==> src/rtl/rom_program_loader_pkg.sv <==
`default_nettype none
// ============================================================================
//  Module   : rom_program_loader_pkg
//  Purpose  : Shared state encoding and ROM interface widths for the loader.
//  Revision : 1.0 - initial release
// ============================================================================
package rom_program_loader_pkg;

    localparam int ROM_ADDR_W = 8;
    localparam int ROM_DATA_W = 8;

    typedef enum logic [2:0] {
        ST_IDLE  = 3'd0,
        ST_SET   = 3'd1,
        ST_READ  = 3'd2,
        ST_WRITE = 3'd3,
        ST_DONE  = 3'd4
    } loader_state_t;

endpackage : rom_program_loader_pkg
`default_nettype wire

==> src/rtl/rom_program_loader.sv <==
`default_nettype none
// ============================================================================
//  Module   : rom_program_loader
//  Purpose  : Copies the program ROM into instruction memory on a start pulse.
//  Revision : 1.0 - initial release
// ============================================================================
module rom_program_loader
    import rom_program_loader_pkg::*;
#(
    parameter int ADDR_W    = ROM_ADDR_W,
    parameter int DATA_W    = ROM_DATA_W,
    parameter int MEM_AW    = 8,
    parameter int MEM_BASE  = 0,
    parameter int MAX_WORDS = 256
) (
    input  logic              clk,
    input  logic              rst,
    input  logic              start,
    input  logic [ADDR_W-1:0] rom_noi,
    output logic [ADDR_W-1:0] rom_addr,
    output logic              rom_set_addr,
    output logic              rom_en_data,
    input  logic [DATA_W-1:0] rom_data,
    output logic              mem_we,
    output logic [MEM_AW-1:0] mem_addr,
    output logic [DATA_W-1:0] mem_wdata,
    input  logic              mem_ready,
    output logic              busy,
    output logic              done,
    output logic [ADDR_W:0]   count,
    output logic              overflow
);

    localparam logic [ADDR_W:0]   c_max_words = (ADDR_W + 1)'(MAX_WORDS);
    localparam logic [MEM_AW-1:0] c_mem_base  = MEM_AW'(MEM_BASE);
    localparam logic [ADDR_W:0]   c_one       = (ADDR_W + 1)'(1);

    loader_state_t     state_q, state_d;
    logic [ADDR_W:0]   idx_q, idx_d;
    logic [ADDR_W:0]   n_q, n_d;
    logic [DATA_W-1:0] data_q, data_d;
    logic [ADDR_W:0]   count_q, count_d;
    logic              overflow_q, overflow_d;

    logic [ADDR_W:0]   w_noi_ext;
    logic              w_ovf;
    logic [ADDR_W:0]   w_n_clip;

    assign w_noi_ext = {1'b0, rom_noi};
    assign w_ovf     = (w_noi_ext > c_max_words);
    assign w_n_clip  = w_ovf ? c_max_words : w_noi_ext;

    assign count    = count_q;
    assign overflow = overflow_q;

    always_ff @(posedge clk) begin
        if (rst) begin
            state_q    <= ST_IDLE;
            idx_q      <= '0;
            n_q        <= '0;
            data_q     <= '0;
            count_q    <= '0;
            overflow_q <= 1'b0;
        end else begin
            state_q    <= state_d;
            idx_q      <= idx_d;
            n_q        <= n_d;
            data_q     <= data_d;
            count_q    <= count_d;
            overflow_q <= overflow_d;
        end
    end

    // Outputs decode from the state only, so IDLE drives every strobe and bus to zero.
    always_comb begin
        state_d      = state_q;
        idx_d        = idx_q;
        n_d          = n_q;
        data_d       = data_q;
        count_d      = count_q;
        overflow_d   = overflow_q;
        rom_addr     = '0;
        rom_set_addr = 1'b0;
        rom_en_data  = 1'b0;
        mem_we       = 1'b0;
        mem_addr     = '0;
        mem_wdata    = '0;
        busy         = 1'b0;
        done         = 1'b0;

        case (state_q)
            ST_IDLE: begin
                if (start) begin
                    n_d        = w_n_clip;
                    overflow_d = w_ovf;
                    idx_d      = '0;
                    count_d    = '0;
                    state_d    = (w_n_clip != '0) ? ST_SET : ST_DONE;
                end
            end
            ST_SET: begin
                busy         = 1'b1;
                rom_addr     = idx_q[ADDR_W-1:0];
                rom_set_addr = 1'b1;
                state_d      = ST_READ;
            end
            ST_READ: begin
                busy        = 1'b1;
                rom_en_data = 1'b1;
                data_d      = rom_data;
                state_d     = ST_WRITE;
            end
            ST_WRITE: begin
                busy      = 1'b1;
                mem_we    = 1'b1;
                mem_addr  = c_mem_base + MEM_AW'(idx_q);
                mem_wdata = data_q;
                if (mem_ready) begin
                    count_d = count_q + c_one;
                    idx_d   = idx_q + c_one;
                    state_d = ((idx_q + c_one) == n_q) ? ST_DONE : ST_SET;
                end
            end
            ST_DONE: begin
                done    = 1'b1;
                state_d = ST_IDLE;
            end
            default: state_d = ST_IDLE;
        endcase
    end

endmodule : rom_program_loader
`default_nettype wire
==> config.mk <==
export PLATFORM = sky130hd
export DESIGN_NAME = rom_program_loader
export DESIGN_NICKNAME = d
export VERILOG_FILES = /design/src/rtl/rom_program_loader_pkg.sv /design/src/rtl/rom_program_loader.sv
export SDC_FILE = /design/constraint.sdc
export NUM_CORES = 1
export LEC_CHECK = 0
export ABC_AREA = 1
export BUFFER_PORTS_ARGS = -buffer_cell sky130_fd_sc_hd__buf_2
export CAP_MARGIN = 10
export CORE_MARGIN = 3
export CORE_UTILIZATION = 45
export CTS_CLUSTER_SIZE = 40
export DETAILED_ROUTE_END_ITERATION = 10
export GPL_ROUTABILITY_DRIVEN = 0
export HOLD_SLACK_MARGIN = 0.08
export PLACE_DENSITY = 0.71
export SLEW_MARGIN = 20
export SYNTH_ARGS = -nofsm -noshare
export SYNTH_HDL_FRONTEND = slang
export SYNTH_SLANG_ARGS = --single-unit
==> constraint.sdc <==
create_clock -name clk -period 2 [get_ports clk]
set_clock_uncertainty 0.15 [all_clocks]
set_input_delay 0.3 -clock clk [delete_from_list [all_inputs] [get_ports clk]]
set_output_delay 0.3 -clock clk [all_outputs]
set_load 0.03 [all_outputs]
## Word-level counts from Yosys, hierarchy flattened

Index checks and enable logic that the tools add are counted.
Widths: inputs -> output; s select.

| word-level totals | value |
|---|---|
| bits in registers | 39 |
| bits of input ports | 20 |
| output and inout bits | 39 |
| logic and storage cells | 42 |

| operators by class | value |
|---|---|
| add/sub/neg operators | 2 |
| order comparisons | 1 |
| equality and inequality tests | 7 |
| mux-type cells | 19 |
| reduce and logical (&&, ||, !) cells | 7 |

Operators by type and width:

| operator | count |
|---|---|
| $mux 9 | 4 |
| $pmux 9 s2 | 2 |
| $mux 8 | 3 |
| $add 9x1->9 const B | 2 |
| $mux 3 | 4 |
| $pmux 3 s4 | 1 |
| $eq 9x9->1 | 1 |
| $gt 8x9->1 const B | 1 |
| $reduce_bool 9->1 | 1 |
| $eq 3x2->1 const B | 2 |
| $mux 1 | 5 |
| $ne 2x2->1 const B | 2 |
| $reduce_and 2->1 | 2 |
| $eq 3x1->1 const B | 1 |
| $eq 3x3->1 const B | 1 |
| $logic_not 3->1 | 1 |
| $reduce_and 3->1 | 1 |
| $reduce_or 3->1 | 1 |
| $reduce_bool 2->1 | 1 |

## Logic depth before layout (Yosys ltp)

Gate-level depths: netlist (run 1).

| logic depth | value |
|---|---|
| depth in word-level cells | 6 |
| mapped depth | 14 |
| depth with buffers taken out | 14 |

## Least setup slack after synthesis (run 1)

No wires, ideal clock.

| timing path | value |
|---|---|
| kind | flip-flop to output port |
| start | reg state_q[0] |
| end | out rom_addr[0] |
| arrival time | 2.087 ns |
| required time | 1.550 ns |
| path slack | -0.537 ns |
| cell stages (with the launch flop) | 5 |
| buffers on the path | 0 |
| cell sequence | dfxtp_1 > inv_1 > nor3_1 > clkinv_1 > nor2_1 |

| on the way | value |
|---|---|
| word-level cells in the longest chain between the ends | 2 |

RTL lines:

| element | line | RTL |
|---|---|---|
| from (decl) | rom_program_loader.sv:38 | `loader_state_t state_q, state_d;` |
| from (signal assigned) | rom_program_loader.sv:65 | `state_q <= state_d;` |
| $eq 3x1->1 | rom_program_loader.sv:91 | `case (state_q)` |
| $mux 8 | rom_program_loader.sv:91 |  |
| to (decl) | rom_program_loader.sv:20 | `output logic [ADDR_W-1:0] rom_addr,` |

No other way between the ends.

## Worst setup path after layout (run 1)

| timing path | value |
|---|---|
| start | reg idx_q[0] |
| end | reg state_q[2] |

| on the way | value |
|---|---|
| word-level cells in the longest chain between the ends | 5 |

RTL lines:

| element | line | RTL |
|---|---|---|
| from (decl) | rom_program_loader.sv:39 | `logic [ADDR_W:0] idx_q, idx_d;` |
| from (signal assigned) | rom_program_loader.sv:66 | `idx_q <= idx_d;` |
| $add 9x1->9 | rom_program_loader.sv:121 | `state_d = ((idx_q + c_one) == n_q) ? ST_DONE : ST_SET;` |
| $eq 9x9->1 | rom_program_loader.sv:121 |  |
| $mux 3 | rom_program_loader.sv:121 |  |
| $mux 3 | rom_program_loader.sv:118 | `if (mem_ready) begin` |
| $pmux 3 s4 | rom_program_loader.sv:91 |  |

No other way between the ends. The select of a mux whose other input is x is not followed.
A chain may end at the register's enable or synchronous reset.

==> summary.md, run 1 <==
| Metric | Value |
|---|---|
| Mapped Cells | 298 |
| Final WL | 4894 um |
| Number of antenna violations at the first check in global routing | 0 |
| Setup TNS | 0 ns |
| Avg Cell Area, Syn | 6.508 um^2 |
| RSZ-0062 raised after global routing | false |
| Period Utilization, post-route | 0.8987 |
| Largest net degree at the start of global routing | 18 |
| Syn Nets | 320 |
| CTS buffer count | 5 |
| Cell-internal power | 1.565 mW |
| Post-layout min period | 1.797 ns |
| Reg2Reg Depth | 13 |
| Clk slew on worst S/H paths | 0.08 ns |
| Top cell type's share of synthesized area | 0.3819 |
| Slowest stage delay, CP | 0.36 ns |
| Switch Pwr | 0.8118 mW |
| Drt first pass iters | 4 |
| M1 WL | 2096 um |
| Vias in the first global route | 1903 |
| Synth area leaders | dfxtp_1 38%, nand2_1 13%, inv_1 8.5% |
| WHS Endpoint | data_q[4] |
| Pwr per Cell Area | 953.5 nW/um^2 |
| Worst-path fanout max | 5 |
| GRT Residual Overflow | 0 |
| Final nets | 386 |
| Die Span X | 71.65 um |
| FF-to-FF End | state_q[2] |
| Worst r2r src | idx_q[0] |
| CP bufs+invs | 1 |
| Avg WL per Cell | 11.79 um |
| Final WS setup | 0.2027 ns |
| Residual DRC count | 0 |
| Setup Buffers After CTS | 0 |
| Clk_lat worst skew | 0.29 ns |
| CP Launch Type | flop |
| Root buf cell | clkbuf_8 |
| Antenna Diode Count | 0 |
| Vias/cell | 5.046 |
| Via count | 2094 |
| Final Hold Viols | 0 |
| Hold depth | 3 |
| Largest delay share family, worst path | simple AND/OR/NAND/NOR gates |
| GRT Overall Usage | 0.2018 |
| Metal3 WL | 460 um |
| Placed cells | 407 |
| Die ar. | 5134 um^2 |
| Top cell by count, worst path | nand2_1 |
| Max layer used | met4 |
| CP endpoint kind | flop |
| Hold path start | rom_data[4] |
| Register-to-register path setup slack | 0.20 ns |
| Mapped cell area | 1939 um^2 |
| Worst hold slack | 0.1487 ns |
| Post-DP HPWL | 3649 um |
| Final Non-Filler Cells | 415 |
| Met2 WL post-DR | 2280 um |
| Syn-to-layout area delta | 28.52% |
| Drt initial violations | 92 |
| Worst-path cell chain | ha_1, nand2_2, nor2_4, nand2_1, nand2_1, nand2_1, inv_1, nor2_1, nor2_1, nand3_1, o21ai_0, nand2_1, nor2_1 |
| WP data required | 2.07 ns |
| Core area | 4086 um^2 |
| Initial Utilization | 0.4746 |
| First-pass GRT wire length | 8314 um |
| Htree depth | 2 |
| Pre-CTS setup slack | 0.04877 ns |
| Final setup violation count | 0 |
| # IOs | 59 |
| Combinational Power Share | 0.307 |
| Pins Over Slew Limit | 0 |
| Max Cap Violations | 0 |
| CTS max path bufs | 2 |
| Seq/Total Area, Yosys | 0.3819 |
| Final cell utilization of the core | 0.6099 |
| Synth cell types | 29 |
| Post-Place Cell Area | 2340 um^2 |
| Worst vdd ir | 0.5202 mV |
| DIE HEIGHT | 71.65 um |
| Clock Power Share | 0.320 |
| # port buffers | 57 |
| Post-synth top area cell | dfxtp_1 |
| Total number of yosys warnings | 0 |
| Std cell rows | 23 |
| Sequential power share | 0.373 |
| Crit-path slowest cell | dfxtp_2 |
| Crit Path Class | flop to flop |
| Design Area, Final | 2492 um^2 |
| Clock tree sinks | 37 |
| Switching share of total power | 0.3416 |
| Lkg Pwr | 1.168 nW |
| Fmax | 556.4 MHz |
| Yosys reg bits | 37 |
| Final Power | 2.376 mW |
| ANT nets after route | 0 |
| CTS tree | built |
| Critical path arrival | 1.87 ns |
| HP Class | input pin to flop |
| Share of cells above drive strength 1 | 0.2603 |
| Status | complete, no violations |
worst reg2reg max path: cells and delay by family, from the launching register on:
kind,cells,cell delay (ns)
and+or+nand+nor,10,0.81
DFF,1,0.36
adders and majority gates,1,0.19
AOI/OAI and AO/OA,1,0.15
buffers and inverters,1,0.06
sequential cells by signal, indices dropped and copies added (netlist names):
signal   flops
data_q       8
state_q      3
n_q          8
idx_q        9
count        9
cells in the final DEF (no fill, tap or decap), types with 2 or more instances in the layout:
master     synthesis  layout
inv_4              1       2
nand2_2            1       2
buf_2              0      57
nand2_1           65      64
bufinv_16          0       2
o21ai_1            1       2
inv_1             44      44
nor2_4             2       3
clkbuf_8           0       5
nand3_1           21      21
dfxtp_2            0       5
buf_4              2       9
nor3_2             2       3
ha_1               2       2
nand4_1            2       2
nor2_1            42      40
xor2_1             2       2
dfxtp_1           37      32
o21ai_0           20      19
a21oi_1           32      32
nor3_1             5       3
synthesized netlist by cell type:
cell	number
inv_4	1
xnor2_1	1
nor4_1	1
a21oi_1	32
o21ai_4	1
o21ai_0	20
nor2_4	2
nand2_1	65
a31oi_1	1
buf_4	2
xor2_1	2
o21a_1	1
ha_1	2
conb_1	1
nand3_4	1
nand3_1	21
nor3_1	5
nand2_2	1
o21ai_1	1
dfxtp_1	37
clkbuf_1	5
inv_1	44
and3_1	1
inv_2	1
clkinv_1	2
nand4_1	2
nor2_1	42
nor3_2	2
or2_4	1
layout make-up:
| class | instances | area (um^2) |
|---|---|---|
| repair buffers | 66 | 352.8 |
| multi-input cells | 206 | 1011 |
| clock buffers | 5 | 68.82 |
| flip-flops and latches | 37 | 747.0 |
| well taps | 50 | 62.56 |
| fillers | 407 | 1594 |
| inverters | 48 | 185.2 |
| clock inverters | 3 | 65.06 |
cell families (layout without fill, tap and decap cells):
group / Yosys count / count (layout) / synth area share
other cells: 1 / 1 / 0.001934
flops: 37 / 37 / 0.3819
compound gates: 56 / 56 / 0.1523
simple gates: 144 / 144 / 0.3258
xor+xnor: 3 / 3 / 0.01355
buf+inv: 55 / 122 / 0.1116
fa+ha+maj: 2 / 2 / 0.01290
worst max path at each step:
stage,startpoint,to,slack (ns),cells past startpoint
global route,idx_q[0],state_q[2],0.005,13
floorplan,state_q[0],rom_addr[0],-0.0003,4
detailed placement,idx_q[0],state_q[2],0.05,11
global placement,idx_q[0],state_q[2],0.13,13
CTS,state_q[0],rom_addr[0],0.02,5
finish,idx_q[0],state_q[2],0.20,13
timing repair:
| item | 4_1_cts | 5_1_grt |
|---|---|---|
| resized for setup | 1 | 10 |
| hold buffers | 0 | 0 |
| setup endpoints to repair | 8 | 11 |
| endpoints found under the hold margin | 0 | 0 |
power by group through the flow:
stage / logic (mW) / clock network [mW] / registers [mW]
floorplan: 0.517 / 0 / 0.893
global placement: 0.718 / 0 / 0.897
detailed placement: 0.727 / 0 / 0.900
CTS: 0.731 / 0.778 / 0.883
global route: 0.819 / 0.808 / 0.897
finish: 0.729 / 0.761 / 0.886
layer usage:
metal / track usage / vias to the layer above
met3: 0.06031 / 7
li1: - / 1074
met5: 0 / -
met4: 0.05637 / 0
met1: 0.2500 / 940
met2: 0.3398 / 73
No activity file was read; power rests on OpenSTA's default activity.
==> inputs of run 2 (changes only) <==
--- a/config.mk
+++ b/config.mk
@@ -14,7 +14,7 @@
 export DETAILED_ROUTE_END_ITERATION = 10
 export GPL_ROUTABILITY_DRIVEN = 0
 export HOLD_SLACK_MARGIN = 0.08
-export PLACE_DENSITY = 0.71
+export PLACE_DENSITY_LB_ADDON = 0.25
 export SLEW_MARGIN = 20
 export SYNTH_ARGS = -nofsm -noshare
 export SYNTH_HDL_FRONTEND = slang
==> run 2 against run 1 <==
Against the previous run:
- setup slack worse by 0.073 ns
- sequential power decreased by 0.5%
- worst hold slack got worse by 0.010 ns
- non-clock buffer count shrank 3
- via count is 4.4% lower
- sequential cell count unchanged
- sequential share of layout area is 0.61 points higher
- highest routed layer unchanged
==> summary.md, run 2 (synthesis results as in run 1) <==
| Metric | Value |
|---|---|
| Status | complete, no violations (unchanged) |
| Pins Over Slew Limit | 0 (unchanged) |
| Number of antenna violations at the first check in global routing | 0 (unchanged) |
| Core area | 4086 um^2 (unchanged) |
| Most common cell after layout, fill and taps aside | nand2_1 (unchanged) |
| HP Class | input pin to flop (unchanged) |
| Final nets | 383 (was 386) |
| Final WL | 4751 um (was 4894 um) |
| Die Span X | 71.65 um (unchanged) |
| Area occupied by multi-input gates | 1011 um^2 (unchanged) |
| Pre-CTS setup slack | 0.06164 ns (was 0.04877 ns) |
| Htree depth | 2 (unchanged) |
| Final Power | 2.174 mW (was 2.376 mW) |
| Fillcell total | 407 (unchanged) |
| Lkg Pwr | 1.139 nW (was 1.168 nW) |
| # port buffers | 57 (unchanged) |
| Post-Place Cell Area | 2317 um^2 (was 2340 um^2) |
| Drt initial violations | 97 (was 92) |
| Via count | 2002 (was 2094) |
| CP endpoint kind | flop (unchanged) |
| Design Area, Final | 2435 um^2 (was 2492 um^2) |
| Reg area | 744.5 um^2 (was 747.0 um^2) |
| Worst-path cell chain | inv_1, nand2_1, nor2_4, nand2_1, nand2_2, inv_4, nand2_1, clkinv_1, nand3_1, a21oi_1 (was ha_1, nand2_2, nor2_4, nand2_1, nand2_1, nand2_1, inv_1, nor2_1, nor2_1, nand3_1, o21ai_0, nand2_1, nor2_1) |
| ANT nets after route | 0 (unchanged) |
| Vias in the first global route | 1805 (was 1903) |
| Placed cells | 404 (was 407) |
| Largest net degree at the start of global routing | 18 (unchanged) |
| Setup TNS | 0 ns (unchanged) |
| Worst vdd ir | 0.6068 mV (was 0.5202 mV) |
| Vias/cell | 4.859 (was 5.046) |
| CTS max path bufs | 2 (unchanged) |
| Final setup violation count | 0 (unchanged) |
| Worst hold slack | 0.1387 ns (was 0.1487 ns) |
| Final Hold Viols | 0 (unchanged) |
| Initial Utilization | 0.4746 (unchanged) |
| Clock tree sinks | 37 (unchanged) |
| CP Launch Type | flop (unchanged) |
| GRT Residual Overflow | 0 (unchanged) |
| Final WS setup | 0.1299 ns (was 0.2027 ns) |
| Worst-path fanout max | 9 (was 5) |
| Max Cap Violations | 0 (unchanged) |
| Root buf cell | clkbuf_8 (unchanged) |
| DIE HEIGHT | 71.65 um (unchanged) |
| Post-DP HPWL | 3594 um (was 3649 um) |
| Fmax | 534.7 MHz (was 556.4 MHz) |
| Share of cells above drive strength 1 | 0.2486 (was 0.2603) |
| Register-to-register path setup slack | 0.13 ns (was 0.20 ns) |
| WP data required | 2.03 ns (was 2.07 ns) |
| Clk_lat worst skew | 0.29 ns (about the same) |
| Post-layout min period | 1.870 ns (was 1.797 ns) |
| # IOs | 59 (unchanged) |
| Die ar. | 5134 um^2 (unchanged) |
| Period Utilization, post-route | 0.9351 (was 0.8987) |
| Antenna Diode Count | 0 (unchanged) |
| Most frequent cells in the layout | 64 x nand2_1, 57 x buf_2, 44 x inv_1 (unchanged) |
| Residual DRC count | 0 (unchanged) |
| Slowest stage delay, CP | 0.35 ns (was 0.36 ns) |
| Setup Buffers After CTS | 0 (unchanged) |
| Pwr per Cell Area | 892.8 nW/um^2 (was 953.5 nW/um^2) |
| Avg WL per Cell | 11.53 um (was 11.79 um) |
| Crit-path slowest cell | dfxtp_1 (was dfxtp_2) |
| Final cell utilization of the core | 0.5958 (was 0.6099) |
| CTS buffer count | 5 (unchanged) |
| CTS tree | built (unchanged) |
| Final Non-Filler Cells | 412 (was 415) |
| RSZ-0062 raised after global routing | false (unchanged) |
| Crit Path Class | flop to flop (unchanged) |
| GRT Overall Usage | 0.1922 (was 0.2018) |
| Hold-fix buffers at CTS | 0 (unchanged) |
| Std cell rows | 23 (unchanged) |
| Top cell by count, worst path | nand2_1 (unchanged) |
| Critical path arrival | 1.90 ns (was 1.87 ns) |
| Drt first pass iters | 4 (unchanged) |
| Clk slew on worst S/H paths | 0.07 ns (was 0.08 ns) |
| First-pass GRT wire length | 7838 um (was 8314 um) |
| Syn-to-layout area delta | 25.55% (was 28.52%) |
==> run 2: report_power, final <==
group | total [mW] | leakage, nW | switching (mW) | internal [mW]
Combinational | 0.712 | 0.782 | 0.484 | 0.227
Sequential | 0.882 | 0.303 | 0.0513 | 0.830
Clock | 0.581 | 0.0542 | 0.269 | 0.312
Total | 2.17 | 1.14 | 0.804 | 1.37
==> run 2: what timing repair did <==
action,in CTS,in global routing
gates resized for setup,1,8
endpoints found under the hold margin,0,0
endpoints found under the setup margin,8,25
==> run 2: layout make-up <==
class	count	area share
sequential	37	0.3058
clock inverter	1	0.002055
inverter	48	0.07605
timing repair buffer	63	0.1357
clock buffer	7	0.03957
multi-input combinational	206	0.4152
tap	50	0.02569
==> run 2: layer usage <==
layer | up-vias | global-route usage | share of wire
met5 | - | 0 | 0
met3 | 5 | 0.05610 | 0.057
met1 | 880 | 0.2394 | 0.48
li1 | 1066 | - | -
met2 | 51 | 0.3184 | 0.45
met4 | 0 | 0.06263 | 0.0082
==> run 2: worst max-delay path, delay by kind of cell, from the launching register on <==
family / cells / cell delay [ns]
AND/OR/NAND/NOR: 6 / 0.73
flip-flops: 1 / 0.35
AO/OA/AOI/OAI: 1 / 0.07
buffers and inverters: 3 / 0.47
==> run 2: path summary, 6_finish.rpt <==
kind	from	endpoint	depth (start not counted)
setup / recovery	state_q[0]	idx_q[5]	10
hold reg to reg	count[8]	count[8]	1
setup reg to reg	state_q[0]	idx_q[5]	10
hold / removal	rom_noi[3]	n_q[3]	3
==> inputs of run 3 (changes only) <==
--- a/config.mk
+++ b/config.mk
@@ -5,7 +5,6 @@
 export SDC_FILE = /design/constraint.sdc
 export NUM_CORES = 1
 export LEC_CHECK = 0
-export ABC_AREA = 1
 export BUFFER_PORTS_ARGS = -buffer_cell sky130_fd_sc_hd__buf_2
 export CAP_MARGIN = 10
 export CORE_MARGIN = 3
==> run 3 against run 2 <==
Against the previous run:
- combinational power down 63%
- non-clock buffer count up 24
- synthesized area up 3.5%
- utilization up 5.7 points
- global-route usage down 0.23 points
- largest cell class unchanged
- sequential power down 11%
- critical path type unchanged
==> summary.md, run 3 <==
| Metric | Value |
|---|---|
| Status | complete, no violations (unchanged) |
| Drt initial violations | 88 (was 97) |
| Setup TNS | 0 ns (unchanged) |
| Mapped cell area | 2008 um^2 (was 1939 um^2) |
| First-pass GRT wire length | 8066 um (was 7838 um) |
| Slowest stage delay, CP | 0.39 ns (was 0.35 ns) |
| Cell depth of the worst setup path | 7 (was 10) |
| GRT Residual Overflow | 0 (unchanged) |
| CP Launch Type | flop (unchanged) |
| Syn Nets | 285 (was 320) |
| Lkg Pwr | 1.182 nW (was 1.139 nW) |
| Residual DRC count | 0 (unchanged) |
| Clk slew on worst S/H paths | 0.08 ns (was 0.07 ns) |
| GRT Overall Usage | 0.1899 (was 0.1922) |
| Hold-fix buffers at CTS | 0 (unchanged) |
| Reg2Reg Depth | 7 (was 10) |
| Most common cell after layout, fill and taps aside | buf_2 (was nand2_1) |
| Pwr per Cell Area | 670.0 nW/um^2 (was 892.8 nW/um^2) |
| Vias in the first global route | 1804 (was 1805) |
| Top cell type's share of synthesized area | 0.3688 (was 0.3819) |
| Final WS setup | 0.06053 ns (was 0.1299 ns) |
| Core area | 4144 um^2 (was 4086 um^2) |
| Max Cap Violations | 0 (unchanged) |
| Total number of yosys warnings | 0 (unchanged) |
| Clock tree sinks | 37 (unchanged) |
| Leading cell type by number of instances after synthesis | nand2_1 (unchanged) |
| FF-to-FF End | state_q[2] (was idx_q[5]) |
| Final cell utilization of the core | 0.6531 (was 0.5958) |
| CTS buffer count | 5 (unchanged) |
| ANT nets after route | 0 (unchanged) |
| Post-DP HPWL | 3786 um (was 3594 um) |
| Post-layout min period | 1.939 ns (was 1.870 ns) |
| Top post-synthesis cells by count | 45 x nand2_1, 37 x dfxtp_1, 28 x a21oi_1 (was 65 x nand2_1, 44 x inv_1, 42 x nor2_1) |
| Largest net degree at the start of global routing | 22 (was 18) |
| Avg Cell Area, Syn | 7.636 um^2 (was 6.508 um^2) |
| Crit-path slowest cell | or3_4 (was dfxtp_1) |
| Via count | 2021 (was 2002) |
| Pre-CTS setup slack | -0.01109 ns (was 0.06164 ns) |
| HP Class | input pin to flop (unchanged) |
| # IOs | 59 (unchanged) |
| Drt first pass iters | 4 (unchanged) |
| Root buf cell | clkbuf_8 (unchanged) |
| Hold depth | 3 (unchanged) |
| Most used DFF post-synth | dfxtp_1 (unchanged) |
| Crit Path Class | flop to flop (unchanged) |
| FFs w/ async S/R, synth | 0 (unchanged) |
| Worst r2r src | idx_q[0] (was state_q[0]) |
| Die Span X | 72.80 um (was 71.65 um) |
| Die ar. | 5300 um^2 (was 5134 um^2) |
| Share of cells above drive strength 1 | 0.3441 (was 0.2486) |
| Period Utilization, post-route | 0.9697 (was 0.9351) |
| Seq/Total Area, Yosys | 0.3688 (was 0.3819) |
| Pins Over Slew Limit | 0 (unchanged) |
| Worst vdd ir | 0.6228 mV (was 0.6068 mV) |
| Post-Place Cell Area | 2500 um^2 (was 2317 um^2) |
| Antenna Diode Count | 0 (unchanged) |
| Final Non-Filler Cells | 390 (was 412) |
| Post-synth EDFFs | 0 (unchanged) |
| Htree depth | 2 (unchanged) |
| # port buffers | 57 (unchanged) |
| Final Power | 1.813 mW (was 2.174 mW) |
| Post-synth top area cell | dfxtp_1 (unchanged) |
| CP bufs+invs | 0 (was 3) |
| Worst-path fanout max | 2 (was 9) |
| Worst-path cell chain | ha_4, nand3_4, or3_4, a2111oi_4, o2111ai_2, o22a_1, nor2_1 (was inv_1, nand2_1, nor2_4, nand2_1, nand2_2, inv_4, nand2_1, clkinv_1, nand3_1, a21oi_1) |
| Register-to-register path setup slack | 0.06 ns (was 0.13 ns) |
| Yosys reg bits | 37 (unchanged) |
| Initial Utilization | 0.4846 (was 0.4746) |
| WHS Endpoint | data_q[4] (was n_q[3]) |
| CP endpoint kind | flop (unchanged) |
| Largest delay share family, worst path | compound AO/OA/AOI/OAI gates (was simple AND/OR/NAND/NOR gates) |
| Syn-to-layout area delta | 34.77% (was 25.55%) |
| Synth area leaders | dfxtp_1 37%, nand2_1 8.4%, and2_1 7.8% (was dfxtp_1 38%, nand2_1 13%, inv_1 8.5%) |
| Number of antenna violations at the first check in global routing | 0 (unchanged) |
| Final nets | 361 (was 383) |
| Final Hold Viols | 0 (unchanged) |
| CTS max path bufs | 2 (unchanged) |
| Mapped Cells | 263 (was 298) |
| Worst hold slack | 0.09001 ns (was 0.1387 ns) |
| Most frequent cells in the layout | 57 x buf_2, 45 x nand2_1, 30 x buf_4 (was 64 x nand2_1, 57 x buf_2, 44 x inv_1) |
| Vias/cell | 5.182 (was 4.859) |
| Final setup violation count | 0 (unchanged) |
| Avg WL per Cell | 12.81 um (was 11.53 um) |
| CTS tree | built (unchanged) |
| Clk_lat worst skew | 0.29 ns (about the same) |
| Final WL | 4997 um (was 4751 um) |
| Fmax | 515.6 MHz (was 534.7 MHz) |
| Design Area, Final | 2706 um^2 (was 2435 um^2) |
| RSZ-0062 raised after global routing | true (was false) |
| WP data required | 2.08 ns (was 2.03 ns) |
| DIE HEIGHT | 72.80 um (was 71.65 um) |
| Critical path arrival | 2.02 ns (was 1.90 ns) |
| Synth cell types | 43 (was 29) |
| Std cell rows | 23 (unchanged) |
| Placed cells | 379 (was 404) |
| Hold path start | rom_data[4] (was rom_noi[3]) |
-- run 3: logic make-up (layout without fill, tap and decap cells) --
family / after synthesis / in the layout / share of synthesized area
AND/OR/NAND/NOR: 134 / 134 / 0.3358
adder cells (fa/ha/maj): 2 / 2 / 0.01246
buffers and inverters: 22 / 99 / 0.05420
flip-flops: 37 / 37 / 0.3688
AO/OA/AOI/OAI: 53 / 53 / 0.1657
XOR/XNOR: 14 / 14 / 0.06106
other: 1 / 1 / 0.001867
-- run 3: how the worst max path moves through the flow --
stage / from / endpoint
floorplan: idx_q[1] / state_q[2]
global placement: idx_q[0] / state_q[2]
detailed placement: idx_q[0] / state_q[2]
CTS: idx_q[1] / state_q[2]
global route: idx_q[0] / state_q[2]
finish: idx_q[0] / state_q[2]
-- run 3: what timing repair did --
action                     4_1_cts  5_1_grt
setup endpoints to repair        1       19
pin swaps                        4        5
setup buffers                    2        1
gates resized for setup          4       11
-- run 3: cell type report --
| class | instances | area [um^2] |
|---|---|---|
| Multi-Input combinational cell | 204 | 1222 |
| Timing Repair Buffer | 87 | 510.5 |
| Fill cell | 364 | 1438 |
| Clock inverter | 3 | 65.06 |
| Sequential cell | 37 | 762.0 |
| Clock buffer | 5 | 68.82 |
| Tap cell | 50 | 62.56 |
| Inverter | 4 | 15.01 |
-- run 3: routing by layer --
layer / global-route usage / wire length (um) / vias up
li1: - / - / 1046
met1: 0.2559 / 2339 / 914
met2: 0.3036 / 2321 / 53
met3: 0.03994 / 276 / 8
met4: 0.05943 / 59 / 0
met5: 0 / 0 / -
-- run 3: worst reg2reg max path: stages (launching register included) --
cell       delay (ns)
dfxtp_4          0.37
ha_4             0.14
nand3_4          0.07
or3_4            0.39
a2111oi_4        0.30
o2111ai_2        0.16
o22a_1           0.23
nor2_1           0.07
-- run 3: power by group --
group | switching (mW) | total [mW] | leakage [nW] | internal (mW)
clock | 0.270 | 0.765 | 0.0681 | 0.495
sequential | 0.0223 | 0.783 | 0.306 | 0.760
combinational | 0.157 | 0.266 | 0.808 | 0.109
